### config.mk
export PLATFORM = sky130hd
export DESIGN_NAME = cnna_prod_accum_flat
export DESIGN_NICKNAME = d
export VERILOG_FILES = /design/src/rtl/cnna_prod_accum_pkg.sv /design/src/rtl/cnna_prod_accum_if.sv /design/src/rtl/cnna_prod_accum_satshift.sv /design/src/rtl/cnna_prod_accum.sv /design/src/flat_wrapper.sv
export SDC_FILE = /design/constraint.sdc
export NUM_CORES = 1
export LEC_CHECK = 0
export BUFFER_PORTS_ARGS = -buffer_cell sky130_fd_sc_hd__buf_2
export CORE_MARGIN = 2
export CORE_UTILIZATION = 40
export CTS_CLUSTER_SIZE = 14
export DETAILED_ROUTE_END_ITERATION = 16
export GPL_TIMING_DRIVEN = 0
export HOLD_SLACK_MARGIN = 0.05
export SETUP_SLACK_MARGIN = 0.5
export SLEW_MARGIN = 20
export SYNTH_ARGS = -nofsm -noshare
export SYNTH_HDL_FRONTEND = slang
export SYNTH_SLANG_ARGS = --single-unit
### constraint.sdc
create_clock -name ap_clk -period 10.95 [get_ports ap_clk]
set_clock_uncertainty 0.1 [all_clocks]
set_input_delay 1.095 -clock ap_clk [delete_from_list [all_inputs] [get_ports ap_clk]]
set_output_delay 1.095 -clock ap_clk [all_outputs]
set_load 0.01 [all_outputs]
### src/rtl/cnna_prod_accum_pkg.sv
// Shared types, widths and the shift/saturate helper for the product accumulator
// and the requantise stages that follow it.
package cnna_acc_pkg;

  localparam int unsigned DIN_W   = 35;
  localparam int unsigned ACC_W   = 48;
  localparam int unsigned DOUT_W  = 32;
  localparam int unsigned CNT_W   = 16;
  localparam int unsigned SHIFT_W = 6;

  typedef enum logic [1:0] {
    IDLE = 2'd0,
    ACC  = 2'd1,
    HOLD = 2'd2
  } state_e;

  typedef struct packed {
    logic              sat;
    logic [DOUT_W-1:0] data;
  } result_t;

  // Logical right shift, then clip to DOUT_W; shifts of ACC_W or more give zero.
  function automatic result_t sat_shift(input logic [ACC_W-1:0]   acc,
                                        input logic [SHIFT_W-1:0] shift);
    logic [ACC_W-1:0] r;
    result_t          res;
    r = (32'(shift) >= ACC_W) ? '0 : (acc >> shift);
    if (|r[ACC_W-1:DOUT_W]) begin
      res.sat  = 1'b1;
      res.data = '1;
    end else begin
      res.sat  = 1'b0;
      res.data = r[DOUT_W-1:0];
    end
    return res;
  endfunction

endpackage

### src/rtl/cnna_prod_accum_if.sv
// Config, product-in and sum-out handshake bundle of the product accumulator.
interface cnna_prod_accum_if;
  import cnna_acc_pkg::*;

  logic [CNT_W-1:0]   cfg_len;
  logic [SHIFT_W-1:0] cfg_shift;
  logic [DIN_W-1:0]   in_data;
  logic               in_valid;
  logic               in_ready;
  logic [DOUT_W-1:0]  out_data;
  logic               out_sat;
  logic               out_valid;
  logic               out_ready;
  logic               busy;

  modport slave (
    input  cfg_len, cfg_shift, in_data, in_valid, out_ready,
    output in_ready, out_data, out_sat, out_valid, busy
  );

  modport master (
    output cfg_len, cfg_shift, in_data, in_valid, out_ready,
    input  in_ready, out_data, out_sat, out_valid, busy
  );

endinterface

### src/rtl/cnna_prod_accum_satshift.sv
// Combinational shift-and-saturate of an accumulator value down to the output width.
module cnna_acc_satshift
  import cnna_acc_pkg::*;
(
  input  logic [ACC_W-1:0]   acc_i,
  input  logic [SHIFT_W-1:0] shift_i,
  output result_t            res_o
);

  assign res_o = sat_shift(acc_i, shift_i);

endmodule

### src/rtl/cnna_prod_accum.sv
// Accumulates groups of cfg_len unsigned products into one shifted, saturated sum
// presented on a valid/ready output; a new group may start in the same cycle a result leaves.
module cnna_prod_accum
  import cnna_acc_pkg::*;
(
  input  logic               ap_clk,
  input  logic               ap_rst,
  cnna_prod_accum_if.slave   bus
);

  state_e             state_q;
  logic               run_q;
  logic               out_valid_q;
  logic               busy_q;
  logic               sat_q;
  logic               out_sat_q;
  logic [ACC_W-1:0]   acc_q;
  logic [CNT_W-1:0]   cnt_q;
  logic [CNT_W-1:0]   len_q;
  logic [SHIFT_W-1:0] shift_q;
  logic [DOUT_W-1:0]  out_data_q;

  logic               in_ready_c;
  logic               beat;
  logic               xfer;
  logic               start;
  logic               last;
  logic               carry;
  logic [ACC_W-1:0]   acc_d;
  logic [CNT_W-1:0]   cnt_d;
  logic [CNT_W-1:0]   len_d;
  logic [ACC_W-1:0]   ss_acc;
  logic [SHIFT_W-1:0] ss_shift;
  result_t            res;

  // Handshake decode, saturating add, and selection of the value to be finalised.
  always_comb begin
    in_ready_c = run_q && ((state_q != HOLD) || bus.out_ready);
    beat       = bus.in_valid && in_ready_c;
    xfer       = out_valid_q && bus.out_ready;
    start      = beat && (state_q != ACC);
    len_d      = (bus.cfg_len == '0) ? CNT_W'(1) : bus.cfg_len;
    {carry, acc_d} = (ACC_W+1)'(acc_q) + (ACC_W+1)'(bus.in_data);
    if (carry) begin
      acc_d = '1;
    end
    cnt_d    = cnt_q + CNT_W'(1);
    last     = start ? (len_d == CNT_W'(1)) : (cnt_d == len_q);
    ss_acc   = start ? ACC_W'(bus.in_data) : acc_d;
    ss_shift = start ? bus.cfg_shift : shift_q;
  end

  cnna_acc_satshift u_satshift (
    .acc_i   (ss_acc),
    .shift_i (ss_shift),
    .res_o   (res)
  );

  // Group FSM with counter, accumulator and result registers.
  always_ff @(posedge ap_clk or posedge ap_rst) begin
    if (ap_rst) begin
      state_q     <= IDLE;
      run_q       <= 1'b0;
      out_valid_q <= 1'b0;
      busy_q      <= 1'b0;
      sat_q       <= 1'b0;
      out_sat_q   <= 1'b0;
      acc_q       <= '0;
      cnt_q       <= '0;
      len_q       <= '0;
      shift_q     <= '0;
      out_data_q  <= '0;
    end else begin
      run_q <= 1'b1;
      if (start) begin
        acc_q   <= ss_acc;
        sat_q   <= 1'b0;
        cnt_q   <= CNT_W'(1);
        len_q   <= len_d;
        shift_q <= bus.cfg_shift;
        busy_q  <= 1'b1;
        if (last) begin
          state_q     <= HOLD;
          out_valid_q <= 1'b1;
          out_data_q  <= res.data;
          out_sat_q   <= res.sat;
        end else begin
          state_q     <= ACC;
          out_valid_q <= 1'b0;
        end
      end else if (beat) begin
        acc_q <= acc_d;
        sat_q <= sat_q | carry;
        cnt_q <= cnt_d;
        if (last) begin
          state_q     <= HOLD;
          out_valid_q <= 1'b1;
          out_data_q  <= res.data;
          out_sat_q   <= res.sat | sat_q | carry;
        end
      end else if (xfer) begin
        state_q     <= IDLE;
        out_valid_q <= 1'b0;
        busy_q      <= 1'b0;
      end
    end
  end

  assign bus.in_ready  = in_ready_c;
  assign bus.out_valid = out_valid_q;
  assign bus.out_data  = out_data_q;
  assign bus.out_sat   = out_sat_q;
  assign bus.busy      = busy_q;

endmodule

### src/flat_wrapper.sv
// flat-port wrapper written by rule: the top's interface ports become plain ports
module cnna_prod_accum_flat import cnna_acc_pkg::*;
  (ap_clk, ap_rst, bus_cfg_len, bus_cfg_shift, bus_in_data, bus_in_valid, bus_out_ready, bus_in_ready, bus_out_data, bus_out_sat, bus_out_valid, bus_busy);
  cnna_prod_accum_if bus_i ();
  input  logic ap_clk;
  input  logic ap_rst;
  input wire logic [$bits(bus_i.cfg_len)-1:0] bus_cfg_len;
  input wire logic [$bits(bus_i.cfg_shift)-1:0] bus_cfg_shift;
  input wire logic [$bits(bus_i.in_data)-1:0] bus_in_data;
  input wire logic [$bits(bus_i.in_valid)-1:0] bus_in_valid;
  input wire logic [$bits(bus_i.out_ready)-1:0] bus_out_ready;
  output wire logic [$bits(bus_i.in_ready)-1:0] bus_in_ready;
  output wire logic [$bits(bus_i.out_data)-1:0] bus_out_data;
  output wire logic [$bits(bus_i.out_sat)-1:0] bus_out_sat;
  output wire logic [$bits(bus_i.out_valid)-1:0] bus_out_valid;
  output wire logic [$bits(bus_i.busy)-1:0] bus_busy;
  assign bus_i.cfg_len = bus_cfg_len;
  assign bus_i.cfg_shift = bus_cfg_shift;
  assign bus_i.in_data = bus_in_data;
  assign bus_i.in_valid = bus_in_valid;
  assign bus_i.out_ready = bus_out_ready;
  assign bus_in_ready = bus_i.in_ready;
  assign bus_out_data = bus_i.out_data;
  assign bus_out_sat = bus_i.out_sat;
  assign bus_out_valid = bus_i.out_valid;
  assign bus_busy = bus_i.busy;
  cnna_prod_accum u_core (.ap_clk(ap_clk), .ap_rst(ap_rst), .bus(bus_i));
endmodule
# Yosys cells after proc, flatten, opt, wreduce, memory -nomap -nowiden
# Index checks and enable logic that the tools add are counted.
# word_totals
reg_bits	125
# op_classes
reduce_logical	13
muxes	32
bitwise_logic	3
order_cmp	1
n_shift	1
n_eq_ne	8
n_addsub	2
# ops
cell	n
2-to-1 mux 48 bit	5
2-to-1 mux 32 bit	3
adder 48 x 35 -> 49 bit	1
2-to-1 mux 16 bit	3
>> shifter 48 x 6 -> 48 bit	1
2-to-1 mux 33 bit	1
adder 16 x 1 -> 16 bit (second input constant)	1
== test 16 x 1 -> 1 bit (second input constant)	1
== test 16 bit	1
zero test 16 bit	1
OR reduction 16 bit	1
2-to-1 mux 1 bit	14
2-to-1 mux 2 bit	5
!= test 2 bit (second input constant)	4
greater-or-equal comparator 6 bit (second input constant)	1
2-to-1 mux 6 bit	1
logical AND 1 bit	4
AND reduction 2 bit	2
nonzero test 2 bit	2
!= test 3 bit (second input constant)	1
bitwise OR 1 bit	3
AND reduction 3 bit	1
nonzero test 3 bit	1
!= test 2 x 1 -> 1 bit (second input constant)	1
logical OR 1 bit	1

# Depth between registers and ports, before layout
# logic_depth
ltp_word	15
depth_mapped	17

# Modules after synthesis
# A second synthesis with hierarchy kept.
# unflattened
hier_cells	1354
area_unflattened_um2	11512.3
# by_module_without_submodules
mod	area_each_um2	cells_per_inst	n_inst
cnna_prod_accum	8428.1	991	1
cnna_acc_satshift	3084.2	363	1

# Worst setup path before layout
# OpenSTA, ideal clock, no wires.
# synth_timing
kind	input-to-reg
startpoint	input port bus_in_data[0]
endpoint	register u_core.out_data_q[17] (netlist: u_core.bus.out_data[17])
arrival_ps	4772
path_buffers	1
cell_stages	16
required_ps	10726
path_slack_ps	5954
path_cell_list	ha_1 fa_1 a211oi_2 o21ai_1 a2bb2oi_2 a2111oi_0 or4b_1 and2_1 o221a_1 o22ai_2 o211ai_1 mux2_2 o41ai_2 a21oi_2 buf_6 a211o_1
# synth_via
elab_chain_len	10
# synth_lines
item	line	source
start, declared	flat_wrapper.sv:9	input wire logic [$bits(bus_i.in_data)-1:0] bus_in_data;
adder 48 x 35 -> 49 bit	cnna_prod_accum.sv:43	{carry, acc_d} = (ACC_W+1)'(acc_q) + (ACC_W+1)'(bus.in_data);
2-to-1 mux 48 bit	cnna_prod_accum.sv:44	if (carry) begin
2-to-1 mux 48 bit *	cnna_prod_accum.sv:49	ss_acc = start ? ACC_W'(bus.in_data) : acc_d;
>> shifter 48 x 6 -> 48 bit *	cnna_prod_accum_pkg.sv:27	r = (32'(shift) >= ACC_W) ? '0 : (acc >> shift);
2-to-1 mux 48 bit *	cnna_prod_accum_pkg.sv:27	
OR reduction 16 bit	cnna_prod_accum_pkg.sv:28	if (|r[ACC_W-1:DOUT_W]) begin
2-to-1 mux 33 bit *	cnna_prod_accum_pkg.sv:28	
2-to-1 mux 32 bit *	cnna_prod_accum.sv:82, cnna_prod_accum.sv:95	
2-to-1 mux 32 bit	cnna_prod_accum.sv:91	end else if (beat) begin
2-to-1 mux 32 bit *	cnna_prod_accum.sv:75	if (start) begin
end signal, assigned	cnna_prod_accum.sv:85	out_data_q <= res.data;
end signal, assigned	cnna_prod_accum.sv:98	out_data_q <= res.data;
end, declared	cnna_prod_accum.sv:21	logic [DOUT_W-1:0] out_data_q;
# Every way passes the cells marked *; elsewhere a longest branch is shown, timed or not. The select of a mux whose other input is x is not followed.
# A chain may end at the register's enable or synchronous reset.

# Worst setup path in the final report
# layout_timing
startpoint	input port bus_in_data[23]
endpoint	register u_core.out_data_q[5] (netlist: u_core.bus.out_data[5])
# The elaborated chain is that of the path after synthesis.

==> run_results.csv <==
group,metric,value,unit
outcome,run_status,"finished clean",
placed_design,dp_slack,4.27,ns
placed_design,io_buffers,95,
sta,layout_worst_path_cycle_share,59.1,%
grt,grt_use_total,34.2,%
grt,grt_overflow_total,0,
detailed_routing,detailroute.via_count,14400,
power,peakVddDrop,0.000171,V
synth,mappedNetlistArea,0.0126,mm2
sta,grt_setup_unrepaired,"false",
setup_path,crit_required,11.16,ns
sta,minimum_period_implied_by_the_final_worst_setup_slack,6.47,ns
synth,synthCells,1680,
power,power-per-cell-area,357,mW/mm2
sta,finalHoldViolCount,0,
cells_and_area,drive_above_1_share,13.8,%
detailed_routing,drt-pass1-iter-count,7,
synth,ys.flop_type,"dfrtp_1",
sta,drv_slew,0,
placed_design,dp_hpwl,44.7,mm
setup_path,cp_data_arrival_time,6.68,ns
cells_and_area,layout.nets,1893,
clock_network,cts_setup_buffers,0,
sta,timing.final.ws_setup,4.48,ns
floorplanning,start_util,40.8,%
sta,worst_slew_pin_slew,1.14,ns
power,power.leakage,5.76,nW
clock_network,cts_buffers,17,
floorplanning,core.rowCount,64,
detailed_routing,vias_per_cell,6.53,
synth,ys_top_cells_by_area,"dfrtp_1 (25%), nand2_1 (8.4%), o21ai_0 (5.2%)",
detailed_routing,drt-wirelength-per-cell,25.6,um
clock_network,post_cts_hold_fix_bufs,0,
floorplanning,num_io_pins,97,
grt,largest_net_degree_at_the_start_of_global_routing,89,
clock_network,clkTransAtPathRegs,0.06,ns
floorplanning,die-height,181,um
synth,synth_edf_count,0,
detailed_routing,drcViolationCount,0,
synth,synth_fp_nets,1778,
cells_and_area,areaGrowthSynthToFinish,12.9,%
setup_path,cp-start-kind,"input pin",
grt,first_pass_grt_wire_length,84.9,mm
synth,post-synth-top-count-cell,"nand2_1",
synth,post_synth.cell_area_avg,7.49,um2
sta,setup-tns-final,0,ns
grt,initial_antenna_violation_count,0,
grt,first_global_vias,13900,
synth,synth_top_cell_area_share,24.6,%
clock_network,clkSinkCount,124,
synth,synth_top_cell_by_area,"dfrtp_1",
setup_path,worst-setup-path-type,"in2reg",
sta,final-setup-viol-count,0,
detailed_routing,wirelength,56.4,mm
clock_network,cts_htree_levels,4,
synth,synth.cells.most_frequent,"nand2_1 (282), nor2_1 (135), o21ai_0 (131)",
clock_network,cts-root-buf,"clkbuf_16",
min_path,min_path_type,"reg2reg",
synth,seq_area_frac_synth,24.6,%
sta,clock.fmax,0.155,GHz
setup_path,critical_path.max_fanout,10,
detailed_routing,drt-initial-drc-count,1751,
synth,synth_cell_type_count,112,
clock_network,cts_repair_resize_count,0,
clock_network,tritoncts_clock_tree,"yes",
clock_network,clk_lat_worst_skew,0.47,ns
sta,relSlewSlack,24.0,%
run,cap_viol_max_count,0,
setup_path,worstSetupEndpointType,"flip-flop",
placed_design,place.gp.congestion,0.990,
floorplanning,die_width,181,um
floorplanning,core_area,0.0308,mm2
synth,synth-seq-cells,124,
floorplanning,die_area,0.0329,mm2
synth,synth.yosys.warnings,0,
clock_network,cts_buffer_depth,2,
detailed_routing,antenna_left,0,
synth,async_reset_ff_share,100,%
-- through the flow --
| stage | instances | utilization [%] | hold WS, ns | cell area, um2 | power (mW) |
|---|---|---|---|---|---|
| after floorplan | 1680 | - | 0.343 | 12600 | 3.21 |
| after global placement | 2171 | 44.0 | 0.360 | 13600 | 4.33 |
| after detailed placement | 2172 | 44.1 | 0.363 | 13600 | 4.34 |
| after CTS | 2204 | 46.1 | 0.378 | 14200 | 4.97 |
| after global routing | 2204 | 46.1 | 0.404 | 14200 | 5.38 |
| final | 2206 | 46.1 | 0.376 | 14200 | 5.07 |
-- area by class of cell --
| cell class | instances | area (um2) |
|---|---|---|
| Antenna cell | 2 | 5.00 |
| Buffer | 121 | 534 |
| Clock buffer | 19 | 453 |
| Clock inverter | 13 | 158 |
| Fill cell | 3176 | 16600 |
| Inverter | 23 | 93.8 |
| Multi-Input combinational cell | 1412 | 8870 |
| Sequential cell | 124 | 3100 |
| Tap cell | 396 | 495 |
| Timing Repair Buffer | 96 | 503 |
-- cell usage in the layout, fill, tap and decap left out, drive strengths merged, types with 22 or more instances in the layout --
cell	netlist	layout
clkbuf	67	86
nor3	47	47
o21a	22	22
o211ai	35	35
nand4	32	32
a211oi	36	36
inv	23	28
dfrtp	124	124
o21ai	147	147
mux2i	56	56
xnor2	33	33
a31oi	38	38
a21oi	132	132
ha	36	36
nand2	283	283
nor2	137	137
nand3	37	37
buf	54	150
-- final timing paths --
| check | from | endpoint | slack [ns] | cells after the start |
|---|---|---|---|---|
| setup reg to reg | u_core.acc_q[23]$_DFFE_PP0P_ | u_core.bus.out_data[5]$_DFFE_PP0P_ | 4.85 | 17 |
| min in group asynchronous | ap_rst | u_core.acc_q[44]$_DFFE_PP0P_ | 0.52 | 2 |
| max in group asynchronous | ap_rst | u_core.acc_q[12]$_DFFE_PP0P_ | 9.48 | 3 |
| setup / recovery | bus_in_data[23] | u_core.bus.out_data[5]$_DFFE_PP0P_ | 4.48 | 18 |
| hold / removal | u_core.acc_q[2]$_DFFE_PP0P_ | u_core.acc_q[2]$_DFFE_PP0P_ | 0.38 | 2 |
| hold reg to reg | u_core.acc_q[2]$_DFFE_PP0P_ | u_core.acc_q[2]$_DFFE_PP0P_ | 0.38 | 2 |
-- power by group --
group          leakage [nW]  switching (mW)  internal (mW)  total [mW]
sequential             1.55           0.126          0.631       0.756
clock                 0.297           0.258          0.353       0.611
combinational          3.92            2.46           1.25        3.71
-- state kept, by name, summed over array words and instances, names as in the netlist --
register,count
u_core.run_q,1
u_core.state_q,1
u_core.len_q,16
u_core.cnt_q,16
u_core.shift_q,6
u_core.bus.out_valid,1
u_core.sat_q,1
u_core.acc_q,48
u_core.bus.out_sat,1
u_core.bus.out_data,32
u_core.bus.busy,1
-- layer usage --
layer,vias up,global-route usage [%],wire length [um]
li1,6552,-,-
met1,6988,45.0,23900
met2,728,53.6,24900
met3,147,7.46,5020
met4,0,15.8,2470
met5,-,0,0
-- logic make-up after synthesis --
family          Yosys count  synth area share (%)
simple gates            651                  24.0
compound gates          594                  32.2
buf+inv                 144                  4.93
flops                   124                  24.6
mux                      76                  6.60
xor+xnor                 53                  3.90
fa+ha+maj                37                  3.74
other cells               1                0.0298
-- worst max-delay path, cell delays in order --
cell and delay (ns):
buf_2 0.12, ha_1 0.28, buf_2 0.17, a21oi_1 0.30
o21ai_1 0.26, a221oi_1 0.71, o21a_1 0.26, a211o_2 0.27
buf_2 0.40, buf_1 0.62, a31oi_1 0.30, mux2i_1 0.31
mux2i_1 0.16, mux2i_1 0.37, nand2_1 0.11, and3_1 0.21
a2111oi_0 0.57, o22ai_1 0.12
Note: power is estimated with default switching activity, not from simulation.
